<file path="src/rtl/alu_pkg.sv">
// ---------------------------------------------------------------------------
// alu_pkg
// Shared definitions for the RV32I ALU decode slice: major-opcode constants,
// the funct3 ALU-operation enum, funct7 constants and the decoded-control
// bundle passed from alu_instr_dec to alu_decoder.
// ---------------------------------------------------------------------------
package alu_pkg;

    localparam int XLEN = 32;

    // Major opcodes (instr[6:0]) handled by this slice
    localparam logic [6:0] OP     = 7'b0110011;
    localparam logic [6:0] OP_IMM = 7'b0010011;

    // funct7 values that are legal for the OP / OP-IMM groups
    localparam logic [6:0] FUNCT7_BASE = 7'b0000000;
    localparam logic [6:0] FUNCT7_ALT  = 7'b0100000;

    // ALU operation, encoded exactly as funct3
    typedef enum logic [2:0] {
        ADD_SUB = 3'b000,
        SLL     = 3'b001,
        SLT     = 3'b010,
        SLTU    = 3'b011,
        XOR     = 3'b100,
        SR      = 3'b101,
        OR      = 3'b110,
        AND     = 3'b111
    } alu_op_e;

    // Everything the top needs from the decoder for one instruction
    typedef struct packed {
        alu_op_e         op;
        logic            is_signed;
        logic            illegal;
        logic            use_imm;     // operand2 comes from the immediate
        logic            shamt_only;  // operand2 keeps only its low 5 bits
        logic [XLEN-1:0] imm;
        logic [4:0]      rs1_addr;
        logic [4:0]      rs2_addr;
        logic [4:0]      rd_addr;
    } dec_ctrl_t;

    // Shifts only ever consume a 5-bit shift amount
    function automatic logic is_shift(input alu_op_e op);
        return (op == SLL) || (op == SR);
    endfunction

endpackage

</file>
<file path="src/rtl/alu_instr_dec.sv">
// ---------------------------------------------------------------------------
// alu_instr_dec
// Purely combinational RV32I OP / OP-IMM decoder. Produces the ALU control,
// the sign-extended I-type immediate, register addresses and the illegal
// flag for one instruction word.
//
// Ports:
//   instr  in  32  instruction word
//   ctrl   out     decoded control bundle (alu_pkg::dec_ctrl_t)
// ---------------------------------------------------------------------------
module alu_instr_dec
    import alu_pkg::*;
(
    input  logic [31:0] instr,
    output dec_ctrl_t   ctrl
);

    logic [6:0] major;
    logic [2:0] funct3;
    logic [6:0] funct7;
    alu_op_e    op;
    logic       legal;

    assign major  = instr[6:0];
    assign funct3 = instr[14:12];
    assign funct7 = instr[31:25];
    assign op     = alu_op_e'(funct3);

    // Legality check. OP-IMM funct3 other than the shifts carries an
    // immediate in instr[31:25], so funct7 is only meaningful for shifts.
    always_comb begin
        legal = 1'b0;
        case (major)
            OP: begin
                legal = (funct7 == FUNCT7_BASE) ||
                        ((funct7 == FUNCT7_ALT) && ((op == ADD_SUB) || (op == SR)));
            end
            OP_IMM: begin
                case (op)
                    SLL:     legal = (funct7 == FUNCT7_BASE);
                    SR:      legal = (funct7 == FUNCT7_BASE) || (funct7 == FUNCT7_ALT);
                    default: legal = 1'b1;
                endcase
            end
            default: legal = 1'b0;
        endcase
    end

    // Control generation. is_signed doubles as "add, not subtract" for
    // funct3 000 and as "arithmetic shift" for funct3 101. An illegal
    // instruction collapses to a harmless ADD with no destination.
    always_comb begin
        ctrl            = '0;
        ctrl.rs1_addr   = instr[19:15];
        ctrl.rs2_addr   = instr[24:20];
        ctrl.op         = op;
        ctrl.rd_addr    = instr[11:7];
        ctrl.imm        = {{20{instr[31]}}, instr[31:20]};
        ctrl.use_imm    = (major == OP_IMM);
        ctrl.shamt_only = is_shift(op);
        ctrl.illegal    = 1'b0;

        case (op)
            ADD_SUB: ctrl.is_signed = !((major == OP) && instr[30]);
            SR:      ctrl.is_signed = instr[30];
            default: ctrl.is_signed = 1'b0;
        endcase

        if (!legal) begin
            ctrl.op         = ADD_SUB;
            ctrl.is_signed  = 1'b1;
            ctrl.illegal    = 1'b1;
            ctrl.use_imm    = 1'b0;
            ctrl.shamt_only = 1'b0;
            ctrl.imm        = '0;
            ctrl.rd_addr    = '0;
        end
    end

endmodule

</file>
<file path="src/rtl/alu_decoder.sv">
// ---------------------------------------------------------------------------
// alu_decoder
// One-entry decode/issue stage between the register file and the ALU.
// Accepts an RV32I instruction, reads its sources from the register file in
// the same cycle, and presents registered ALU operands/control one cycle
// later behind a valid/ready handshake.
//
// Optional feature: define ALU_DECODER_FWD_EN to forward the writeback snoop
// port (wb_valid/wb_rd/wb_data) into the source operands. Without it the
// wb_* ports exist but are ignored.
//
// Ports:
//   clk, rst                 clock, synchronous active-high reset
//   in_valid/in_ready        instruction handshake
//   in_instr                 instruction word
//   rs1_addr, rs2_addr       register-file read addresses (combinational)
//   rs1_data, rs2_data       register-file read data (same cycle)
//   wb_valid, wb_rd, wb_data writeback snoop
//   out_valid/out_ready      issue handshake toward the ALU
//   operand1, operand2       ALU operands (registered)
//   opcode, is_signed        ALU control (registered)
//   rd_addr, illegal         destination and illegal flag (registered)
// ---------------------------------------------------------------------------
module alu_decoder
    import alu_pkg::*;
(
    input  logic        clk,
    input  logic        rst,
    input  logic        in_valid,
    output logic        in_ready,
    input  logic [31:0] in_instr,
    output logic [4:0]  rs1_addr,
    output logic [4:0]  rs2_addr,
    input  logic [31:0] rs1_data,
    input  logic [31:0] rs2_data,
    input  logic        wb_valid,
    input  logic [4:0]  wb_rd,
    input  logic [31:0] wb_data,
    output logic        out_valid,
    input  logic        out_ready,
    output logic [31:0] operand1,
    output logic [31:0] operand2,
    output logic [2:0]  opcode,
    output logic        is_signed,
    output logic [4:0]  rd_addr,
    output logic        illegal
);

    dec_ctrl_t   dec;
    logic [31:0] src1;
    logic [31:0] src2;
    logic [31:0] next_op1;
    logic [31:0] next_op2;
    logic        in_xfer;

    alu_instr_dec u_dec (
        .instr (in_instr),
        .ctrl  (dec)
    );

    assign rs1_addr = dec.rs1_addr;
    assign rs2_addr = dec.rs2_addr;

    // The single entry can take a new instruction when empty or when it is
    // being drained in the same cycle.
    assign in_ready = !out_valid || out_ready;
    assign in_xfer  = in_valid && in_ready;

    // Source selection. x0 always reads as zero; with forwarding enabled a
    // matching non-zero writeback overrides the register-file data.
    always_comb begin
        src1 = (rs1_addr == 5'd0) ? '0 : rs1_data;
        src2 = (rs2_addr == 5'd0) ? '0 : rs2_data;
`ifdef ALU_DECODER_FWD_EN
        if (wb_valid && (wb_rd != 5'd0) && (wb_rd == rs1_addr)) begin
            src1 = wb_data;
        end
        if (wb_valid && (wb_rd != 5'd0) && (wb_rd == rs2_addr)) begin
            src2 = wb_data;
        end
`endif
    end

`ifdef ALU_DECODER_FWD_EN
`else
    logic unused_wb;
    assign unused_wb = ^{wb_valid, wb_rd, wb_data};
`endif

    // Operand muxing. Shifts keep only a 5-bit amount, whether it comes
    // from rs2 or from instr[24:20] (the low bits of the immediate).
    always_comb begin
        next_op1 = src1;
        next_op2 = dec.use_imm ? dec.imm : src2;
        if (dec.shamt_only) begin
            next_op2 = {27'b0, next_op2[4:0]};
        end
        if (dec.illegal) begin
            next_op1 = '0;
            next_op2 = '0;
        end
    end

    // Output register. A new instruction always wins the entry; otherwise a
    // drain empties it. Contents are untouched while stalled, so outputs
    // hold stable. Reset discards whatever is held.
    always_ff @(posedge clk) begin
        if (rst) begin
            out_valid <= 1'b0;
            operand1  <= '0;
            operand2  <= '0;
            opcode    <= 3'b000;
            is_signed <= 1'b0;
            rd_addr   <= '0;
            illegal   <= 1'b0;
        end else if (in_xfer) begin
            out_valid <= 1'b1;
            operand1  <= next_op1;
            operand2  <= next_op2;
            opcode    <= dec.op;
            is_signed <= dec.is_signed;
            rd_addr   <= dec.rd_addr;
            illegal   <= dec.illegal;
        end else if (out_ready) begin
            out_valid <= 1'b0;
        end
    end

endmodule

</file>
<file path="config.mk">
export PLATFORM = sky130hd
export DESIGN_NAME = alu_decoder
export DESIGN_NICKNAME = d
export VERILOG_FILES = /design/src/rtl/alu_pkg.sv /design/src/rtl/alu_instr_dec.sv /design/src/rtl/alu_decoder.sv
export SDC_FILE = /design/constraint.sdc
export NUM_CORES = 1
export LEC_CHECK = 0
export ABC_AREA = 1
export BUFFER_PORTS_ARGS = -buffer_cell sky130_fd_sc_hd__clkbuf_2
export CORE_ASPECT_RATIO = 0.7
export CORE_MARGIN = 2
export CORE_UTILIZATION = 45
export DETAILED_ROUTE_END_ITERATION = 10
export PLACE_DENSITY = 0.8
export SYNTH_ARGS = -nofsm -noshare
export SYNTH_HDL_FRONTEND = slang
export SYNTH_HIERARCHICAL = 1
export SYNTH_SLANG_ARGS = --single-unit
</file>
<file path="constraint.sdc">
create_clock -name clk -period 3.6 [get_ports clk]
set_input_delay 0.72 -clock clk [delete_from_list [all_inputs] [get_ports clk]]
set_output_delay 0.72 -clock clk [all_outputs]
set_load 0.02 [all_outputs]
</file>
# Word-level counts from Yosys, hierarchy flattened
# Cells that the tools add are included.
# totals
ff_bits	75
inputBits	138
out_inout_bits	86
word_cells	40
# classes
eq_ne	5
mux	13
n_reduce_logical	15
# ops
operator	n
$mux W32	6
$mux W39	1
$eq A7 B6 Y1 const B	2
$logic_not A5 Y1	2
$eq A7 B5 Y1 const B	1
$logic_not A7 Y1	1
$pmux W1 S2	3
$logic_or A1 B1 Y1	5
$mux W5	1
$eq A3 B1 Y1 const B	1
$eq A3 B3 Y1 const B	1
$logic_and A1 B1 Y1	3
$logic_not A3 Y1	1
$logic_not A1 Y1	2
$mux W1	2
$reduce_bool A2 Y1	1

# Depth between registers and ports, before layout
# logic_depth
depth_word	9
ltp_mapped	15
ltp_nobuf	12

# Modules after synthesis
# Netlist, hierarchy kept.
# modules_own_cells
module	instances	cells_each	area_each_um2
alu_decoder	1	505	3393.3
alu_instr_dec	1	110	684.4

# Worst setup path before layout
# No wires, ideal clock.
# synth_timing
path_type	input to register
start	input port in_instr[5]
end	register operand2[31]
arrival_ps	2343
required_ps	3527
slack_ps	1185
stages	10
cell_sequence	or2_1 -> nor3_2 -> nand2_2 -> buf_6 -> a21oi_2 -> buf_4 -> nand2_1 -> nand2_1 -> nand2_1 -> a21oi_1
# synth_rtl
element	line_no	source
start, declared	alu_decoder.sv:31	input logic [31:0] in_instr,
end signal, assigned	alu_decoder.sv:119	operand2 <= next_op2;
end, declared	alu_decoder.sv:42	output logic [31:0] operand2,

==> impl_metrics.csv <==
group,metric,value,unit
outcome,status,"complete, no violations",
detailed_routing,drt_iter0_markers,304,
placed_design,dp_cells,867,
run,maxCapViolCount,0,
placed_design,numPortBuffers,185,
setup_path,slowest_delay,350,ps
sta,fmax,435,MHz
sta,setup_ws,1300,ps
setup_path,crit_chain,"clkbuf_2 > nor2_2 > nand2_1 > nor2_2 > nand2_1 > nand2_1 > nand2_2 > nand2_1 > inv_1 > nand3b_4 > nor2_4 > buf_4 > nand2_1 > a21oi_1",
floorplanning,die_height,83.6,µm
power_and_ir_drop,p_comb_share,9.3,%
sta,hold_viol,0,
power_and_ir_drop,p_clk_share,48.4,%
power_and_ir_drop,finalPower,1.98,mW
detailed_routing,firstDrtPassIters,5,
setup_path,required,3850,ps
logic_synthesis,synthArstFlopShare,0,%
global_routing,grt_pass1_wl,16.8,mm
hold_path,hold_path.class,"reg2reg",
sta,setup_viol,0,
global_routing,grt_use_met1,27.8,%
final_layout,stdcell_count,883,
clocking,clockBufferDepth,2,
floorplanning,die_area,9850,µm²
placed_design,dp.final_hpwl,7.13,mm
logic_synthesis,synth_area_leader_cell,"dfxtp_1",
logic_synthesis,synth_warnings,6,
power_and_ir_drop,peakVddDrop,0.279,mV
clocking,cts_tree,"done",
global_routing,gr-usage-met3,5.60,%
final_layout,antenna_cells,0,
sta,setup_tns,0,ps
logic_synthesis,synth_area,4080,µm²
floorplanning,core,8930,µm²
global_routing,grt_pass1_vias,3532,
setup_path,path_class,"in2reg",
logic_synthesis,ys_types,24,
power_and_ir_drop,swShare,23.3,%
global_routing,use_met2,33.8,%
power_and_ir_drop,power.share.sequential,42.3,%
logic_synthesis,syn-instance-count,615,
placed_design,pre_cts_ws,927,ps
sta,max_slew.worst_pin.slew,740,ps
placed_design,place_congestion,0.841,
global_routing,grt_usage,21.0,%
clocking,root_buffer,"clkbuf_16",
floorplanning,ioPinCount,224,
power_and_ir_drop,pwr_density_cell,386,nW/µm²
detailed_routing,routedWlPerCell,11.5,µm
detailed_routing,vias,3993,
clocking,cts_sinks,75,
floorplanning,initial_utilization,45.7,%
clocking,post_cts_resized,0,
clocking,clock_latency,330,ps
sta,fin_crit_sh,63.8,%
global_routing,grt_overflow,0,
setup_path,critical_path_buf_inv_count,3,
final_layout,fill_cells,893,
global_routing,grt.busiest_layer,"met2",
setup_path,crit_top_cell,"nand2_1",
detailed_routing,routed_wl,10.2,mm
clocking,cts_buffers,9,
setup_path,crit_slowest_cell,"buf_4",
power_and_ir_drop,p_leak,2.55,nW
logic_synthesis,synthTopCellsByArea,"dfxtp_1 (37%), nand2_1 (23%), a21oi_1 (8.1%)",
detailed_routing,ant_nets,0,
setup_path,critPathTopFamily,"simple AND/OR/NAND/NOR gates",
logic_synthesis,synth_common_cells,"nand2_1 (246), dfxtp_1 (75), a21oi_1 (66)",
setup_path,endpoint_kind,"flip-flop",
clocking,cts_htree_levels,3,
sta,clock_skew,3.40,ps
setup_path,critical_path_arrival,2550,ps
detailed_routing,viasPerCell,4.52,
logic_synthesis,synth_most_common_cell,"nand2_1",
sta,rsz0062_at_grt,"no",
final_layout,final_layout_size_suffix_gt1_share,34.4,%
clocking,path_clk_slew,60,ps
global_routing,grt_antenna_before_repair,0,
clocking,cts_setup_buffers,0,
logic_synthesis,synthesis.nets,753,
logic_synthesis,syn_area_per_cell,6.63,µm²
logic_synthesis,synth_top_cell_area_share,36.8,%
power_and_ir_drop,p_int,1.52,mW
clocking,cts-hold-fix-buffers,0,
floorplanning,core.rowCount,29,
setup_path,cp-start-kind,"input pin",
setup_path,cp_max_fo,32,
floorplanning,die_w,118,µm
sta,hold_slack,465,ps
sta,slew_violations,0,
logic_synthesis,synth_seq_cells,75,
sta,slew_headroom,50.7,%
logic_synthesis,ys.flop_type,"dfxtp_1",
logic_synthesis,synth_edf_count,0,
detailed_routing,drcViolationCount,0,
global_routing,grt_start_max_net_pins,47,
final_layout,nNetsFinal,892,
final_layout,syn_to_final_growth,25.6,%
sta,fin_crit,2300,ps
logic_synthesis,ys_seq_area_share,36.8,%
power_and_ir_drop,switching_power,0.460,mW
==> worst paths after layout <==
path | slack, ps | start | depth (start not counted) | end
worst max-delay path | 1300 | in_instr[29] | 14 | operand1[16]
worst min-delay path | 470 | operand2[31] | 2 | operand2[31]
worst max register to register | 1860 | out_valid | 5 | illegal
worst min register to register | 470 | operand2[31] | 2 | operand2[31]
==> cell families after synthesis <==
family	Yosys count	synth area share (%)
flip-flops	75	36.8
AO/OA/AOI/OAI	96	14.5
AND/OR/NAND/NOR	317	31.7
buffers and inverters	127	16.9
==> power groups by stage <==
stage,Clock [mW],Sequential [mW],Combinational [mW]
floorplan,0,0.858,0.107
global placement,0,0.854,0.183
detailed placement,0,0.854,0.184
CTS,0.980,0.835,0.185
global route,1.02,0.835,0.206
finish,0.956,0.836,0.185
==> per-stage QoR <==
stage	utilization, %	cell area (µm²)
6_report	57.4	5120
4_1_cts	57.4	5120
3_5_place_dp	53.8	4800
3_3_place_gp	53.8	4800
2_1_floorplan	-	4080
5_1_grt	57.4	5120
==> registers in the layout, indices dropped and copies added (netlist names) <==
signal / flops
out_valid: 1
operand1: 32
is_signed: 1
rd_addr: 5
opcode: 3
illegal: 1
operand2: 32
==> cell type report <==
type,instances,area [µm²],area share [%]
clock buffer,10,229,4.47
clock inverter,6,90.1,1.76
inverter,62,233,4.54
multi-input combinational,413,1890,36.9
sequential,75,1500,29.3
tap,124,155,3.03
timing repair buffer,193,1020,20.0
==> placed cells by master, fill, tap and decap left out, types with 2 or more instances in the layout <==
| cell | n |
|---|---|
| nand2_1 | 245 |
| clkbuf_2 | 185 |
| dfxtp_1 | 75 |
| a21oi_1 | 66 |
| inv_1 | 59 |
| nor2_1 | 44 |
| a21oi_2 | 30 |
| nand2_2 | 13 |
| clkbuf_16 | 9 |
| buf_4 | 5 |
| nand3_1 | 4 |
| buf_12 | 3 |
| inv_2 | 2 |
| clkinv_4 | 2 |
| bufinv_16 | 2 |
| nor2_2 | 2 |
==> worst min-delay path, stage by stage (launching register included) <==
cell and delay, ps:
dfxtp_1 300, nand2_1 60, a21oi_1 60
==> routing by layer <==
| metal | wire (µm) | part of all wire [%] |
|---|---|---|
| met5 | 0 | 0 |
| met3 | 623 | 6.1 |
| met1 | 4840 | 48 |
| met4 | 80 | 0.79 |
| met2 | 4630 | 45 |
Power figures use the tool's default switching activity.
